**config.mk**
```make
export PLATFORM = sky130hd
export DESIGN_NAME = sram_bist_controller
export DESIGN_NICKNAME = d
export VERILOG_FILES = /design/src/rtl/sram_bist_pkg.sv /design/src/rtl/sram_bist_addr_gen.sv /design/src/rtl/sram_bist_controller.sv
export SDC_FILE = /design/constraint.sdc
export NUM_CORES = 1
export LEC_CHECK = 0
export CAP_MARGIN = 15
export CORE_MARGIN = 8
export CORE_UTILIZATION = 40
export CTS_CLUSTER_SIZE = 12
export DETAILED_ROUTE_END_ITERATION = 16
export GPL_ROUTABILITY_DRIVEN = 0
export GPL_TIMING_DRIVEN = 0
export PLACE_DENSITY = 0.68
export SLEW_MARGIN = 20
export SYNTH_ARGS = -nofsm -noshare
export SYNTH_HDL_FRONTEND = slang
export SYNTH_SLANG_ARGS = --single-unit
export TNS_END_PERCENT = 5
```
**constraint.sdc**
```tcl
create_clock -name clk -period 5.68 [get_ports clk]
set_input_delay 1.136 -clock clk [delete_from_list [all_inputs] [get_ports clk]]
set_output_delay 1.136 -clock clk [all_outputs]
set_load 0.01 [all_outputs]
```
**src/rtl/sram_bist_pkg.sv**
```systemverilog
// Shared definitions for the SRAM march-test sequencer.
//   - bist_state_e : sequencer states (IDLE, W0, R0, W1, R1, DONE)
//   - CS_*         : chip-select codes understood by the connection mux
//   - addr_limit() : highest legal port-0 address of each test macro
package sram_bist_pkg;

    typedef enum logic [2:0] {
        IDLE,
        W0,
        R0,
        W1,
        R1,
        DONE
    } bist_state_e;

    localparam logic [3:0] CS_SRAM0 = 4'd0;
    localparam logic [3:0] CS_SRAM1 = 4'd1;
    localparam logic [3:0] CS_SRAM2 = 4'd2;
    localparam logic [3:0] CS_SRAM3 = 4'd3;
    localparam logic [3:0] CS_SRAM4 = 4'd4;
    localparam logic [3:0] CS_NONE  = 4'hF;

    // Last valid address of each macro; zero for codes that select nothing.
    function automatic int unsigned addr_limit(input logic [3:0] cs);
        case (cs)
            CS_SRAM0: return 255;
            CS_SRAM1: return 255;
            CS_SRAM2: return 1023;
            CS_SRAM3: return 255;
            CS_SRAM4: return 511;
            default:  return 0;
        endcase
    endfunction

endpackage

```
**src/rtl/sram_bist_addr_gen.sv**
```systemverilog
// Loadable up/down address counter used for both march directions.
// Ports:
//   clk, reset        : clock, synchronous active-high reset
//   load, load_val    : load a new address (has priority over step)
//   step, down        : advance one address, downwards when down=1
//   limit             : upper terminal address
//   count             : current address (registered)
//   at_limit, at_zero : terminal-count flags for the up and down directions
module sram_bist_addr_gen
    import sram_bist_pkg::*;
#(
    parameter int ADDR_W = 10
) (
    input  logic              clk,
    input  logic              reset,
    input  logic              load,
    input  logic [ADDR_W-1:0] load_val,
    input  logic              step,
    input  logic              down,
    input  logic [ADDR_W-1:0] limit,
    output logic [ADDR_W-1:0] count,
    output logic              at_limit,
    output logic              at_zero
);

    // NOTE: sequential state uses non-blocking assignments so every flop
    // samples its inputs from the same edge, independent of statement order.
    always_ff @(posedge clk) begin
        if (reset) begin
            count <= '0;
        end else if (load) begin
            count <= load_val;
        end else if (step) begin
            count <= down ? count - 1'b1 : count + 1'b1;
        end
    end

    // The sequencer never steps past a terminal address, so the counter never wraps.
    assign at_limit = (count == limit);
    assign at_zero  = (count == '0);

endmodule

```
**src/rtl/sram_bist_controller.sv**
```systemverilog
// March-test sequencer owning port 0 of one OpenRAM test macro.
// Sequence: W0 writes P ascending; R0/W1 reads P then writes ~P per address
// ascending; R1 reads ~P descending; DONE pulses and reports the result.
// Ports:
//   clk, reset            : clock, synchronous active-high reset
//   start                 : one-cycle request, honoured only in IDLE
//   cs_cfg, addr_max,
//   pattern               : test configuration, latched on start
//   dout0                 : captured SRAM read data (READ_LAT after issue)
//   chip_select, csb0,
//   web0, wmask0, addr0,
//   din0                  : registered SRAM port-0 controls
//   busy, done            : test in progress / one-cycle completion pulse
//   pass, fail_addr,
//   fail_data             : result of the last completed test
module sram_bist_controller
    import sram_bist_pkg::*;
#(
    parameter int ADDR_W   = 10,
    parameter int DATA_W   = 32,
    parameter int READ_LAT = 2
) (
    input  logic              clk,
    input  logic              reset,
    input  logic              start,
    input  logic [3:0]        cs_cfg,
    input  logic [ADDR_W-1:0] addr_max,
    input  logic [DATA_W-1:0] pattern,
    input  logic [DATA_W-1:0] dout0,
    output logic [3:0]        chip_select,
    output logic              csb0,
    output logic              web0,
    output logic [3:0]        wmask0,
    output logic [ADDR_W-1:0] addr0,
    output logic [DATA_W-1:0] din0,
    output logic              busy,
    output logic              done,
    output logic              pass,
    output logic [ADDR_W-1:0] fail_addr,
    output logic [DATA_W-1:0] fail_data
);

    // Cycle index within one read: 0 = issue, LAT = compare.
    localparam logic [2:0] LAT = 3'(READ_LAT);

    bist_state_e       state_q, state_d;
    logic [2:0]        cnt_q, cnt_d;
    logic [3:0]        cs_q;
    logic [ADDR_W-1:0] amax_q;
    logic [DATA_W-1:0] pat_q;

    logic              ag_load, ag_step, ag_down;
    logic              at_limit, at_zero;
    logic              accept, miscompare, finish_ok;
    logic [DATA_W-1:0] exp_word;

    // Next values of the registered SRAM-side outputs.
    logic [3:0]        cs_d;
    logic              csb_d, web_d, busy_d, done_d;
    logic [3:0]        wmask_d;
    logic [DATA_W-1:0] din_d;
    logic [3:0]        cs_eff;
    logic [DATA_W-1:0] pat_eff;

    // addr0 is the counter register itself, so it is a registered output.
    sram_bist_addr_gen #(.ADDR_W(ADDR_W)) u_addr_gen (
        .clk      (clk),
        .reset    (reset),
        .load     (ag_load),
        .load_val ('0),
        .step     (ag_step),
        .down     (ag_down),
        .limit    (amax_q),
        .count    (addr0),
        .at_limit (at_limit),
        .at_zero  (at_zero)
    );

    // Next-state logic.
    always_comb begin
        // NOTE: every signal gets a default first so no path leaves it
        // unassigned, which would otherwise infer a latch.
        state_d    = state_q;
        cnt_d      = cnt_q;
        ag_load    = 1'b0;
        ag_step    = 1'b0;
        ag_down    = 1'b0;
        accept     = 1'b0;
        miscompare = 1'b0;
        finish_ok  = 1'b0;
        exp_word   = (state_q == R1) ? ~pat_q : pat_q;

        case (state_q)
            IDLE: begin
                if (start) begin
                    accept  = 1'b1;
                    state_d = W0;
                    cnt_d   = '0;
                    ag_load = 1'b1;
                end
            end
            W0: begin
                if (at_limit) begin
                    state_d = R0;
                    cnt_d   = '0;
                    ag_load = 1'b1;
                end else begin
                    ag_step = 1'b1;
                end
            end
            R0: begin
                if (cnt_q != LAT) begin
                    cnt_d = cnt_q + 3'd1;
                end else if (dout0 != exp_word) begin
                    miscompare = 1'b1;
                    state_d    = DONE;
                end else begin
                    state_d = W1;
                end
            end
            W1: begin
                cnt_d = '0;
                // After the last W1 the counter already sits on addr_max,
                // which is exactly where the descending R1 pass starts.
                if (at_limit) begin
                    state_d = R1;
                end else begin
                    state_d = R0;
                    ag_step = 1'b1;
                end
            end
            R1: begin
                if (cnt_q != LAT) begin
                    cnt_d = cnt_q + 3'd1;
                end else if (dout0 != exp_word) begin
                    miscompare = 1'b1;
                    state_d    = DONE;
                end else if (at_zero) begin
                    finish_ok = 1'b1;
                    state_d   = DONE;
                end else begin
                    cnt_d   = '0;
                    ag_step = 1'b1;
                    ag_down = 1'b1;
                end
            end
            DONE:    state_d = IDLE;
            default: state_d = IDLE;
        endcase
    end

    // Output decode from the next state, so the registered outputs describe
    // the access performed during the cycle the FSM is entering. On the
    // accept edge the configuration registers are still loading, so the raw
    // inputs are used instead.
    always_comb begin
        cs_eff  = (state_q == IDLE) ? cs_cfg  : cs_q;
        pat_eff = (state_q == IDLE) ? pattern : pat_q;
        csb_d   = 1'b1;
        web_d   = 1'b1;
        wmask_d = 4'h0;
        din_d   = '0;
        done_d  = 1'b0;

        case (state_d)
            W0: begin
                csb_d   = 1'b0;
                web_d   = 1'b0;
                wmask_d = 4'hF;
                din_d   = pat_eff;
            end
            W1: begin
                csb_d   = 1'b0;
                web_d   = 1'b0;
                wmask_d = 4'hF;
                din_d   = ~pat_eff;
            end
            R0, R1:  csb_d  = (cnt_d != '0);
            DONE:    done_d = 1'b1;
            default: ;
        endcase

        busy_d = state_d inside {W0, R0, W1, R1};
        cs_d   = busy_d ? cs_eff : CS_NONE;
    end

    always_ff @(posedge clk) begin
        if (reset) begin
            state_q     <= IDLE;
            cnt_q       <= '0;
            cs_q        <= CS_NONE;
            amax_q      <= '0;
            pat_q       <= '0;
            chip_select <= CS_NONE;
            csb0        <= 1'b1;
            web0        <= 1'b1;
            wmask0      <= 4'h0;
            din0        <= '0;
            busy        <= 1'b0;
            done        <= 1'b0;
            pass        <= 1'b0;
            fail_addr   <= '0;
            fail_data   <= '0;
        end else begin
            state_q     <= state_d;
            cnt_q       <= cnt_d;
            chip_select <= cs_d;
            csb0        <= csb_d;
            web0        <= web_d;
            wmask0      <= wmask_d;
            din0        <= din_d;
            busy        <= busy_d;
            done        <= done_d;

            if (accept) begin
                cs_q      <= cs_cfg;
                amax_q    <= addr_max;
                pat_q     <= pattern;
                pass      <= 1'b0;
                fail_addr <= '0;
                fail_data <= '0;
            end else if (miscompare) begin
                // Only the first miscompare is recorded: the test aborts here.
                pass      <= 1'b0;
                fail_addr <= addr0;
                fail_data <= dout0;
            end else if (finish_ok) begin
                pass <= 1'b1;
            end
        end
    end

endmodule
```
* Yosys cells after proc, flatten, opt, wreduce, memory -nomap -nowiden
Cells that the tools add are included. W data, S select, Z words.
Storage, ports and cells: bits of input ports 81, memory bits (writable) 0, memories 0, flip-flop bits (word level) 149, latch bits 0, output and inout port bits 97, logic and storage cells 88, memory bits (read-only) 0
Operators by class: add/subtract/negate cells 3, magnitude comparators 0, muxes and demuxes 42, eq/ne operators 12, reduce and logical (&&, ||, !) cells 12, div/mod/pow operators 0, shift-type cells 0, bitwise operators 3, multiply operators 0
Operator list (number):
- $mux W32 | 2
- $not A32 Y32 | 2
- $pmux W32 S2 | 1
- $mux W3 | 14
- $ne A32 B32 Y1 | 1
- $pmux W3 S5 | 2
- $mux W1 | 17
- $reduce_or A2 Y1 | 7
- $eq A3 B2 Y1 const B | 4
- $add A10 B1 Y10 const B | 1
- $eq A10 B10 Y1 | 1
- $logic_not A10 Y1 | 1
- $mux W10 | 1
- $sub A10 B1 Y10 const B | 1
- $eq A3 B3 Y1 const B | 3
- $mux W4 | 2
- $eq A3 B1 Y1 const B | 2
- $pmux W1 S2 | 3
- $reduce_bool A4 Y1 | 1
- $add A3 B1 Y3 const B | 1
- $logic_not A3 Y1 | 1
- $ne A3 B2 Y1 const B | 1
- $reduce_bool A3 Y1 | 1
- $reduce_or A3 Y1 | 1
- $not A1 Y1 | 1

* Logic depth before layout (Yosys ltp)
word-level depth 10, gate-level depth with buffers 17, mapped depth without buffers 16

* Cells and area by module
Synthesis repeated with hierarchy kept, for this count alone.
Unflattened totals: cells, all modules 815, area total of the unflattened synthesis 6821.5 µm²
By module, submodules not included:
- sram_bist_controller | times used 1, area an instance 5875.6 µm², cells an instance 699, sequential area each 2722.6 µm²
- sram_bist_addr_gen | times used 1, area an instance 945.9 µm², cells an instance 116, sequential area each 200.2 µm²

* Least setup slack after synthesis
No wires, ideal clock.
kind input port to flip-flop, start input dout0[20], end register u_addr_gen.count[9], data required time 5559 ps, slack 819 ps, path buffers 0, stages on the path 16, arrival time 4740 ps, setup time 121 ps, path through xor2_1 > o22ai_1 > or4_1 > nor3_2 > nand3b_2 > or3_2 > inv_1 > ha_1 > a21o_1 > a21oi_1 > nor2b_1 > o21a_1 > o41ai_1 > o21ai_0 > mux2i_1 > mux2_2
Between the ends: cells in the longest elaborated chain, start to end 5, elaborated cells between the ends (all ways) 6, classes of those cells eq/ne: 1; mux: 5
Ends and longest elaborated chain:
- start: declaration | RTL line sram_bist_controller.sv:29 | input logic [DATA_W-1:0] dout0,
- $ne A32 B32 Y1 * | RTL line sram_bist_controller.sv:135 | end else if (dout0 != exp_word) begin
- $mux W1 * | RTL line sram_bist_controller.sv:135
- $mux W1 * | RTL line sram_bist_controller.sv:133 | if (cnt_q != LAT) begin
- $mux W1 | RTL line sram_bist_controller.sv:93 | case (state_q)
- $mux W10 | RTL line sram_bist_addr_gen.sv:34 | count <= down ? count - 1'b1 : count + 1'b1;
- end signal: assignment | RTL line sram_bist_addr_gen.sv:32 | count <= load_val;
- end signal: assignment | RTL line sram_bist_addr_gen.sv:34
- end: declaration | RTL line sram_bist_addr_gen.sv:21 | output logic [ADDR_W-1:0] count,
Mark *: on every way between the ends. The rest lies on a longest branch, timed or not. A chain may end at the register's enable or synchronous reset.

* Worst setup path in the final report
start input dout0[30], end register u_addr_gen.count[9]
The elaborated chain is that of the path after synthesis.

==> metrics.txt <==
area of the mapped netlist 6590 um2; largest stage delay on the critical path 0.55 ns; die area 20800 um2; Hold Crit Class reg2reg; prevailing post-synth register cell sky130_fd_sc_hd__dfxtp_1; clock insertion delay at the later pin of the skew report 0.42 ns; origin of the worst min-delay path amax_q[6]; Horiz. Die Dim 144 um; run status finished clean; endpoint class of the critical path flip-flop; Worst slew margin 29.6%; half-perimeter wire length after detailed placement 15200 um; post-synthesis cell type count 54; Clock transition at path regs 0.06 ns; fraction of the yosys area taken by sequential cells 44.4%; combinational fraction of design power 24.2%; pin count of the biggest net entering global routing 17; top cell type's share of synthesized area 44.4%; area growth from synthesis to final layout 39.9%; most frequent cell after synthesis sky130_fd_sc_hd__dfxtp_1; WL per Instance 17.5 um; register-to-register path setup slack 1.16 ns; H-tree Lvls 4; Residual DRC 0; Synth Instances 713; # IOs 178; startpoint of the lowest-slack register-to-register path state_q[0]; fraction of power consumed by the clock network 35.9%; number of rows created at floorplan 47; via count 5591; worst supply voltage drop on vdd 0.000213 V; CP Cell Sequence clkdlybuf4s50_1 -> xor2_2 -> o22ai_1 -> or4_1 -> nor3_2 -> nand3b_2 -> or3_2 -> clkinvlp_4 -> ha_1 -> a21o_1 -> a21oi_1 -> nor2b_1 -> o21a_1 -> o41ai_2 -> o21ai_0 -> mux2i_1 -> mux2_2; Final Slew Violations 0; setup clock skew after layout 0.00839 ns; number of buffers inserted for hold repair after clock tree synthesis 0; category of the critical setup timing path in2reg; Crit Reg-Reg Endpoint u_addr_gen.count[9]; proportion of layout cells with a drive suffix above 1 6.18%; flops & latches, synth 146; clock period minus final worst setup slack 5.36 ns; RSZ-0062 raised after global routing no; endpoint required time on the critical path 5.99 ns; number of port buffers 177; top cell types by occurrence after synthesis sky130_fd_sc_hd__dfxtp_1, sky130_fd_sc_hd__mux2i_1, sky130_fd_sc_hd__nand2_1; Root Buffer sky130_fd_sc_hd__clkbuf_16; vias in the first global route 5731; initial DRC count 327; number of buffers added by the clock tree synthesis step 17; number of antenna violations at the first check in global routing 0; cell family contributing the most delay on the critical path simple AND/OR/NAND/NOR gates; Yosys Warn Count 0; achievable clock frequency 186 MHz; Synth Area per Inst 9.24 um2; Initial Utilization 40.3%; most area-hungry cell type in the Yosys netlist sky130_fd_sc_hd__dfxtp_1; Lkg Pwr 4.03 nW; clock tree sinks 146; drt pass-1 iters 9; overall die height 144 um; critical path arrival 5.67 ns; Post-synth EDFFs 0; clock tree from TritonCTS done; post-route non-filler standard cell count 1142; net switching share of the total power 29.4%; fin nets 1001; worst reg2reg path depth 17; antenna diode count 0; Final Hold Violating Endpoints 0; total setup buffers inserted after CTS 0; core box area 16300 um2; Setup crit start kind input pin; number of maximum-capacitance constraint violations 0; via-per-instance ratio 4.90; end point of the most critical hold path amax_q[6]; placed insts 1110; number of endpoints failing setup at the final stage 0; total routed wirelength 20000 um; part of the cycle the worst path needs 94.4%; GRT overflow 0; setup total negative slack 0 ns; Syn Nets 805; number of cells traversed by the worst hold path 2; internal cell power 0.00207 W; overall global routing resource usage 19.5%; most area-consuming cells after synthesis sky130_fd_sc_hd__dfxtp_1, sky130_fd_sc_hd__mux2i_1, sky130_fd_sc_hd__nand2_1; largest fanout of any net on the critical path 9; fraction of registers with async set/reset 0%; cell at the slowest stage of the critical path sky130_fd_sc_hd__clkdlybuf4s50_1; transition time at the pin with the least slew margin 1.05 ns; total power density per cell area 318 nW/um2; net switching power of the design 0.000861 W; Sequential Power Share 39.9%; DRT antenna net count 0; first-pass GRT wire length 31100 um; crit path buf inv count 2; Clock Tree Buf Depth 2
layer usage:
metal  part of all wire (%)  GRT usage, %
met2                     47          30.8
met3                    8.6          7.00
met5                      0             0
met4                    1.5          6.24
met1                     43          24.2
power groups by stage:
stage               logic [W]  registers, W  clock network, W
global route         0.000771       0.00118           0.00112
detailed placement   0.000711       0.00119                 0
finish               0.000710       0.00117           0.00105
floorplan            0.000374       0.00121                 0
global placement     0.000707       0.00119                 0
CTS                  0.000715       0.00117           0.00108
how the worst max path moves through the flow:
| stage | startpoint | to | slack (ns) | cells after the start |
|---|---|---|---|---|
| after floorplan | dout0[20] | u_addr_gen.count[9] | 0.82 | 16 |
| after global placement | dout0[30] | u_addr_gen.count[9] | -0.49 | 17 |
| after detailed placement | dout0[30] | u_addr_gen.count[9] | -0.51 | 17 |
| after CTS | dout0[30] | u_addr_gen.count[9] | 0.02 | 17 |
| after global routing | dout0[30] | u_addr_gen.count[9] | 0.04 | 17 |
| final | dout0[30] | u_addr_gen.count[9] | 0.32 | 17 |
through the flow:
stage | setup WS [ns] | power (W) | hold WS, ns | utilization (%) | cell area, um2
after floorplan | 0.819 | 0.00158 | 0.437 | - | 6590
after detailed placement | -0.507 | 0.00190 | 0.460 | 52.8 | 8630
after CTS | 0.0161 | 0.00296 | 0.469 | 56.3 | 9200
after global placement | -0.490 | 0.00189 | 0.447 | 52.8 | 8630
final | 0.316 | 0.00293 | 0.469 | 56.4 | 9220
after global routing | 0.0423 | 0.00307 | 0.489 | 56.4 | 9220
tightest hold or removal path: stages (launching register included):
cell	delay [ns]
sky130_fd_sc_hd__dfxtp_1	0.32
sky130_fd_sc_hd__nand2_1	0.05
sky130_fd_sc_hd__a21oi_1	0.05
sequential cells by signal, summed over array words and instances (netlist names), 3 cells and up:
name	cells
state_q	3
fail_data	32
din0	32
pat_q	32
fail_addr	10
amax_q	10
u_addr_gen.count	10
cnt_q	3
cs_q	4
chip_select	4
what timing repair did:
action                                  4_1_cts  5_1_grt
gates resized for setup                       1        3
endpoints found under the setup margin        1        1
cloned                                        0        0
layout by cell type, fill, tap and decap left out, types with 3 or more instances in the layout:
cell and count:
sky130_fd_sc_hd__nand2_1 110, sky130_fd_sc_hd__or3_1 3, sky130_fd_sc_hd__ha_1 10, sky130_fd_sc_hd__xor2_1 21, sky130_fd_sc_hd__o21a_1 6, sky130_fd_sc_hd__clkbuf_16 17, sky130_fd_sc_hd__clkdlybuf4s50_1 177, sky130_fd_sc_hd__nor3_1 8
sky130_fd_sc_hd__nand4_1 5, sky130_fd_sc_hd__buf_6 3, sky130_fd_sc_hd__inv_1 7, sky130_fd_sc_hd__nor4_1 6, sky130_fd_sc_hd__buf_1 5, sky130_fd_sc_hd__a21oi_1 57, sky130_fd_sc_hd__nand3_1 4, sky130_fd_sc_hd__mux2i_1 118
sky130_fd_sc_hd__xnor2_1 30, sky130_fd_sc_hd__a21o_1 3, sky130_fd_sc_hd__o22ai_1 4, sky130_fd_sc_hd__o21ai_0 7, sky130_fd_sc_hd__buf_4 3, sky130_fd_sc_hd__clkinvlp_4 7, sky130_fd_sc_hd__buf_2 6, sky130_fd_sc_hd__clkbuf_1 29
sky130_fd_sc_hd__nand3b_1 6, sky130_fd_sc_hd__nor2b_1 4, sky130_fd_sc_hd__dfxtp_1 146, sky130_fd_sc_hd__nor2_1 71, sky130_fd_sc_hd__nand2b_1 5, sky130_fd_sc_hd__clkinv_2 4
cells by family after synthesis:
family | Yosys count | synth area share [%]
flip-flops | 146 | 44.4
XOR/XNOR | 53 | 7.05
AND/OR/NAND/NOR | 237 | 16.1
multiplexers | 120 | 18.3
AO/OA/AOI/OAI | 92 | 8.24
buffers and inverters | 54 | 3.72
adder cells (fa/ha/maj) | 11 | 2.20
final cells by class:
type	instances	area (um2)
plain buffers	46	215
clock buffers	19	443
clock inverters	13	113
fillers	1523	7130
inverters	8	33.8
multi-input cells	513	3440
flip-flops and latches	146	2920
well taps	220	275
repair buffers	177	1770
Power figures use the tool's default switching activity.
